`src/rtl/alu_result_formatter_pkg.sv`:
```
// Shared types and sizing helper for the ALU result formatter.
// Optional feature macro: ALU_FMT_ZERO_BLANK_EN (adds blank_o leading-zero mask).
package alu_pkg;

  typedef enum logic [1:0] {
    FCT_ADD = 2'b00,
    FCT_SUB = 2'b01,
    FCT_MUL = 2'b10,
    FCT_CMP = 2'b11
  } fct_e;

  typedef enum logic [1:0] {
    IDLE = 2'b00,
    CONV = 2'b01,
    DONE = 2'b10
  } fmt_state_e;

  // Decimal digits needed for 2^(2*w)-1; 1233/4096 approximates log10(2).
  function automatic int bcd_digits(int w);
    return ((2 * w * 1233) >> 12) + 1;
  endfunction

endpackage

```
`src/rtl/alu_result_formatter_if.sv`:
```
// Handshake bundle between the ALU, the formatter and the display consumer.
// Optional feature macro: ALU_FMT_ZERO_BLANK_EN (adds blank_o).
interface alu_fmt_if #(parameter int width = 8);
  import alu_pkg::*;
  localparam int DIGITS = bcd_digits(width);

  logic [2*width-1:0]  s_i;
  logic                signal_i;
  logic [1:0]          fct_i;
  logic                valid_i;
  logic                ready_o;
  logic [4*DIGITS-1:0] bcd_o;
  logic                neg_o;
  logic                valid_o;
  logic                ready_i;
`ifdef ALU_FMT_ZERO_BLANK_EN
  logic [DIGITS-1:0]   blank_o;
`endif

  // Formatter side
  modport slave (
    input  s_i, signal_i, fct_i, valid_i, ready_i,
`ifdef ALU_FMT_ZERO_BLANK_EN
    output blank_o,
`endif
    output ready_o, bcd_o, neg_o, valid_o
  );

  // Producer/consumer side
  modport master (
    output s_i, signal_i, fct_i, valid_i, ready_i,
`ifdef ALU_FMT_ZERO_BLANK_EN
    input  blank_o,
`endif
    input  ready_o, bcd_o, neg_o, valid_o
  );

endinterface

```
`src/rtl/alu_result_formatter_bcd_add3.sv`:
```
// Double-dabble correction cell: add 3 to a BCD nibble that is 5 or more.
module bcd_add3 (
  input  logic [3:0] d_i,
  output logic [3:0] d_o
);
  // Pre-shift correction so the nibble carries into the next digit correctly
  always_comb begin
    d_o = (d_i >= 4'd5) ? d_i + 4'd3 : d_i;
  end
endmodule

```
`src/rtl/alu_result_formatter.sv`:
```
// ALU result formatter: sign + packed BCD via iterative double dabble,
// one result bit per clock.
// Optional feature macro: ALU_FMT_ZERO_BLANK_EN (adds blank_o leading-zero mask).
module alu_result_formatter
  import alu_pkg::*;
#(
  parameter int width = 8
) (
  input logic      clk_i,
  input logic      rst_ni,
  alu_fmt_if.slave bus
);
  localparam int DIGITS = bcd_digits(width);
  localparam int MW     = 2 * width;
  localparam int BW     = 4 * DIGITS;
  localparam int CNT_W  = (MW > 1) ? $clog2(MW) : 1;

  fmt_state_e        state_q, state_d;
  logic [CNT_W-1:0]  cnt_q, cnt_d;
  logic [MW-1:0]     mag_q, mag_d;
  logic [BW-1:0]     work_q, work_d;
  logic              neg_work_q, neg_work_d;
  logic [BW-1:0]     bcd_q, bcd_d;
  logic              neg_q, neg_d;
  logic [DIGITS-1:0] blank_q, blank_d, blank_nxt;

  logic [BW-1:0]     work_adj;
  logic [BW+MW-1:0]  cat_shift;

  // One correction cell per digit of the working register
  for (genvar g = 0; g < DIGITS; g++) begin : g_add3
    bcd_add3 u_add3 (.d_i(work_q[4*g +: 4]), .d_o(work_adj[4*g +: 4]));
  end

  // One double-dabble step: corrected digits and magnitude shift left together
  always_comb begin
    cat_shift = {work_adj, mag_q} << 1;
  end

  // Leading-zero mask of the finished value; digit 0 is always shown
  always_comb begin
    blank_nxt = '0;
    for (int k = 1; k < DIGITS; k++) begin
      blank_nxt[k] = 1'b1;
      for (int j = k; j < DIGITS; j++) begin
        if (cat_shift[MW + 4*j +: 4] != 4'd0) blank_nxt[k] = 1'b0;
      end
    end
  end

  // Next-state, capture and conversion step
  always_comb begin
    state_d    = state_q;
    cnt_d      = cnt_q;
    mag_d      = mag_q;
    work_d     = work_q;
    neg_work_d = neg_work_q;
    bcd_d      = bcd_q;
    neg_d      = neg_q;
    blank_d    = blank_q;
    case (state_q)
      IDLE: begin
        if (bus.valid_i) begin
          state_d    = CONV;
          cnt_d      = '0;
          work_d     = '0;
          mag_d      = bus.s_i;
          neg_work_d = 1'b0;
          case (fct_e'(bus.fct_i))
            FCT_SUB: begin
              if (bus.s_i[MW-1]) begin
                mag_d      = (~bus.s_i) + MW'(1);
                neg_work_d = 1'b1;
              end
            end
            FCT_CMP: mag_d = {{(MW-1){1'b0}}, bus.signal_i};
            default: mag_d = bus.s_i;
          endcase
        end
      end
      CONV: begin
        mag_d  = cat_shift[MW-1:0];
        work_d = cat_shift[BW+MW-1 -: BW];
        cnt_d  = cnt_q + CNT_W'(1);
        if (cnt_q == CNT_W'(MW - 1)) begin
          state_d = DONE;
          cnt_d   = '0;
          bcd_d   = cat_shift[BW+MW-1 -: BW];
          neg_d   = neg_work_q;
          blank_d = blank_nxt;
        end
      end
      DONE: begin
        if (bus.ready_i) state_d = IDLE;
      end
      default: state_d = IDLE;
    endcase
  end

  // State and datapath registers; reset discards any partial conversion
  always_ff @(posedge clk_i) begin
    if (!rst_ni) begin
      state_q    <= IDLE;
      cnt_q      <= '0;
      mag_q      <= '0;
      work_q     <= '0;
      neg_work_q <= 1'b0;
      bcd_q      <= '0;
      neg_q      <= 1'b0;
      blank_q    <= '0;
    end else begin
      state_q    <= state_d;
      cnt_q      <= cnt_d;
      mag_q      <= mag_d;
      work_q     <= work_d;
      neg_work_q <= neg_work_d;
      bcd_q      <= bcd_d;
      neg_q      <= neg_d;
      blank_q    <= blank_d;
    end
  end

  // Handshake outputs follow the state directly
  always_comb begin
    bus.ready_o = (state_q == IDLE);
    bus.valid_o = (state_q == DONE);
    bus.bcd_o   = bcd_q;
    bus.neg_o   = neg_q;
  end

`ifdef ALU_FMT_ZERO_BLANK_EN
  // Blank mask registered alongside bcd_o
  always_comb begin
    bus.blank_o = blank_q;
  end
`else
  logic unused_blank;
  always_comb begin
    unused_blank = ^blank_q;
  end
`endif

endmodule

```
`src/flat_wrapper.sv`:
```
// flat-port wrapper written by rule: the top's interface ports become plain ports
module alu_result_formatter_flat import alu_pkg::*;
#(
  parameter int width = 8
)
  (clk_i, rst_ni, bus_s_i, bus_signal_i, bus_fct_i, bus_valid_i, bus_ready_i, bus_ready_o, bus_bcd_o, bus_neg_o, bus_valid_o);
  alu_fmt_if #(.width(width)) bus_i ();
  input logic clk_i;
  input logic rst_ni;
  input wire logic [$bits(bus_i.s_i)-1:0] bus_s_i;
  input wire logic [$bits(bus_i.signal_i)-1:0] bus_signal_i;
  input wire logic [$bits(bus_i.fct_i)-1:0] bus_fct_i;
  input wire logic [$bits(bus_i.valid_i)-1:0] bus_valid_i;
  input wire logic [$bits(bus_i.ready_i)-1:0] bus_ready_i;
  output wire logic [$bits(bus_i.ready_o)-1:0] bus_ready_o;
  output wire logic [$bits(bus_i.bcd_o)-1:0] bus_bcd_o;
  output wire logic [$bits(bus_i.neg_o)-1:0] bus_neg_o;
  output wire logic [$bits(bus_i.valid_o)-1:0] bus_valid_o;
  assign bus_i.s_i = bus_s_i;
  assign bus_i.signal_i = bus_signal_i;
  assign bus_i.fct_i = bus_fct_i;
  assign bus_i.valid_i = bus_valid_i;
  assign bus_i.ready_i = bus_ready_i;
  assign bus_ready_o = bus_i.ready_o;
  assign bus_bcd_o = bus_i.bcd_o;
  assign bus_neg_o = bus_i.neg_o;
  assign bus_valid_o = bus_i.valid_o;
  alu_result_formatter #(.width(width)) u_core (.clk_i(clk_i), .rst_ni(rst_ni), .bus(bus_i));
endmodule
```
`config.mk`:
```
export PLATFORM = sky130hd
export DESIGN_NAME = alu_result_formatter_flat
export DESIGN_NICKNAME = d
export VERILOG_FILES = /design/src/rtl/alu_result_formatter_pkg.sv /design/src/rtl/alu_result_formatter_if.sv /design/src/rtl/alu_result_formatter_bcd_add3.sv /design/src/rtl/alu_result_formatter.sv /design/src/flat_wrapper.sv
export SDC_FILE = /design/constraint.sdc
export NUM_CORES = 1
export LEC_CHECK = 0
export BUFFER_PORTS_ARGS = -buffer_cell sky130_fd_sc_hd__buf_2
export CAP_MARGIN = 10
export CORE_MARGIN = 2
export CORE_UTILIZATION = 25
export CTS_BUF_LIST = sky130_fd_sc_hd__clkbuf_8 sky130_fd_sc_hd__clkbuf_16
export DETAILED_ROUTE_END_ITERATION = 8
export SLEW_MARGIN = 20
export SYNTH_ARGS = -nofsm -noshare
export SYNTH_HDL_FRONTEND = slang
export SYNTH_HIERARCHICAL = 1
export SYNTH_SLANG_ARGS = --single-unit
```
`constraint.sdc`:
```
create_clock -name clk_i -period 2.14 [get_ports clk_i]
set_input_delay 0.428 -clock clk_i [delete_from_list [all_inputs] [get_ports clk_i]]
set_output_delay 0.428 -clock clk_i [all_outputs]
set_load 0.03 [all_outputs]
```
==> flow_summary.ini <==
[outcome]
outcome = finished clean

[layout]
final_util_pct = 31.0
fillers = 1390
final_cell_mix = nand2_1, dfxtp_1, buf_2
final_common_cell = nand2_1
layout-drive-gt1-share_pct = 18.2
diodes = 0
area_growth_pct = 20.4
register_area_um2 = 1280
layout.nets = 487
multi_input_area_um2 = 1980

[setup_path]
cp_slowest_cell = dfxtp_1
path_class = reg -> reg
cp_slowest_stage_delay_ns = 0.51
critical_path_buf_inv_count = 1
required_ns = 2.39
crit_family = simple AND/OR/NAND/NOR gates
path_max_fanout = 22
r2r.worst_path.cells = 5
start_kind = register
crit_arrival_ns = 1.91
cp_num_cells = 5
end_kind = register
path_cells = nor2b_2 -> and2_1 -> buf_4 -> nand2_1 -> a21boi_0

[cts]
cts_buffers = 9
cts_tree = built
clk_latency_ns = 0.33
htreeDepth = 3
cts_root_buffer = clkbuf_16
cts.path.max_buffers = 2
cts_sinks = 64
postCtsSetupRepairBufs = 0
postCtsResizedCells = 0
hold_buffers = 0
clk_pin_slew_ns = 0.05

[detailed_routing]
route.detailed.drc = 0
vias_per_cell = 4.69
first_iter_violations = 124
ant_nets = 0
dr_total_vias = 2966
wirelength_um = 7850
routedWlPerCell_um = 12.4
first_pass_iters = 4

[timing]
fin_crit_ns = 1.66
grt_setup_unrepaired = no
tightest_slew_ns = 0.479
slew_violations = 0
setup_violations = 0
setup_tns_ns = 0
hold_violations = 0
min_period_over_period_pct = 77.7
relSlewSlack_pct = 67.8
skew_ns = 0.00691
fmax_mhz = 601

[yosys]
ys_warn_count = 6
syn_area_um2 = 3420
synthCells = 411
synth.avg_cell_area_um2 = 8.32
syn-num-nets = 446

[die]
dieArea_um2 = 14600
rows = 42
die_w_um = 121
io-pin-count = 46
initial_core_util_pct = 25.7
die_height_um = 121
core_area_um2 = 13300

[global_routing]
grt_max_degree = 60
grt_pass1_vias = 2793
antenna_found_initial = 0
overflow = 0
grt_pass1_wl_um = 13200
grtUsageTotal_pct = 11.2

[worst_hold_path]
hold_class = in -> reg
hold_depth = 2

[placement]
gp_congestion = 0.782
io_buffers = 45
dpl.hpwl_um = 5430

[pwr]
p_per_area_nw_per_um2 = 692
vdd_ir_drop_max_mv = 0.489
p_leak_nw = 1.60

[flow_run]
drv_cap = 0
[registers in the layout, indices dropped and copies added, names as in the netlist]
register,count
u_core/work_q,20
u_core/bus.neg_o,1
u_core/cnt_q,4
u_core/mag_q,16
u_core/state_q,2
u_core/neg_work_q,1
u_core/bus.bcd_o,20
[path summary, 6_finish.rpt]
check                                      end  slack [ns]                               from
max reg2reg  u_core/bus.bcd_o[10]$_SDFFE_PN0P_        0.48     u_core/state_q[0]$_SDFFE_PN0P_
max          u_core/bus.bcd_o[10]$_SDFFE_PN0P_        0.48     u_core/state_q[0]$_SDFFE_PN0P_
min               u_core/mag_q[8]$_SDFFE_PN0P_        0.36                         bus_s_i[8]
min reg2reg  u_core/bus.bcd_o[13]$_SDFFE_PN0P_        0.46  u_core/bus.bcd_o[13]$_SDFFE_PN0P_
[per-stage QoR]
stage | setup slack, ns | cell area [µm²] | std cells | hold slack (ns) | power [mW]
6_report | 0.477 | 4120 | 633 | 0.363 | 2.85
3_3_place_gp | 0.294 | 3830 | 617 | 0.450 | 1.49
4_1_cts | 0.456 | 4120 | 633 | 0.349 | 2.88
3_5_place_dp | 0.227 | 3830 | 617 | 0.456 | 1.50
5_1_grt | 0.317 | 4120 | 633 | 0.381 | 2.97
2_1_floorplan | 0.496 | 3420 | 411 | 0.441 | 1.41
[cell type report]
| cell class | count | area share (%) |
|---|---|---|
| flip-flops and latches | 64 | 31.1 |
| multi-input cells | 310 | 48.0 |
| repair buffers | 54 | 7.41 |
| clock inverters | 4 | 0.486 |
| inverters | 13 | 1.18 |
| well taps | 176 | 5.35 |
| clock buffers | 12 | 6.47 |
[report_power, final]
part / switching (mW) / internal (mW)
clock: 0.507 / 0.867
combinational: 0.142 / 0.0973
sequential: 0.0190 / 1.22
[layer usage]
layer | vias to the layer above | wire length (µm) | global-route usage [%]
met5 | - | 0 | 0
met4 | 0 | 133 | 4.51
met3 | 11 | 383 | 2.40
met2 | 74 | 3530 | 18.4
met1 | 1361 | 3810 | 14.3
li1 | 1520 | - | -
[worst register-to-register path, cell delays in order, from the launching register on]
cell and delay [ns]:
dfxtp_1 0.51, nor2b_2 0.38, and2_1 0.17, buf_4 0.26, nand2_1 0.11, a21boi_0 0.17
No activity file was read; power rests on OpenSTA's default activity.
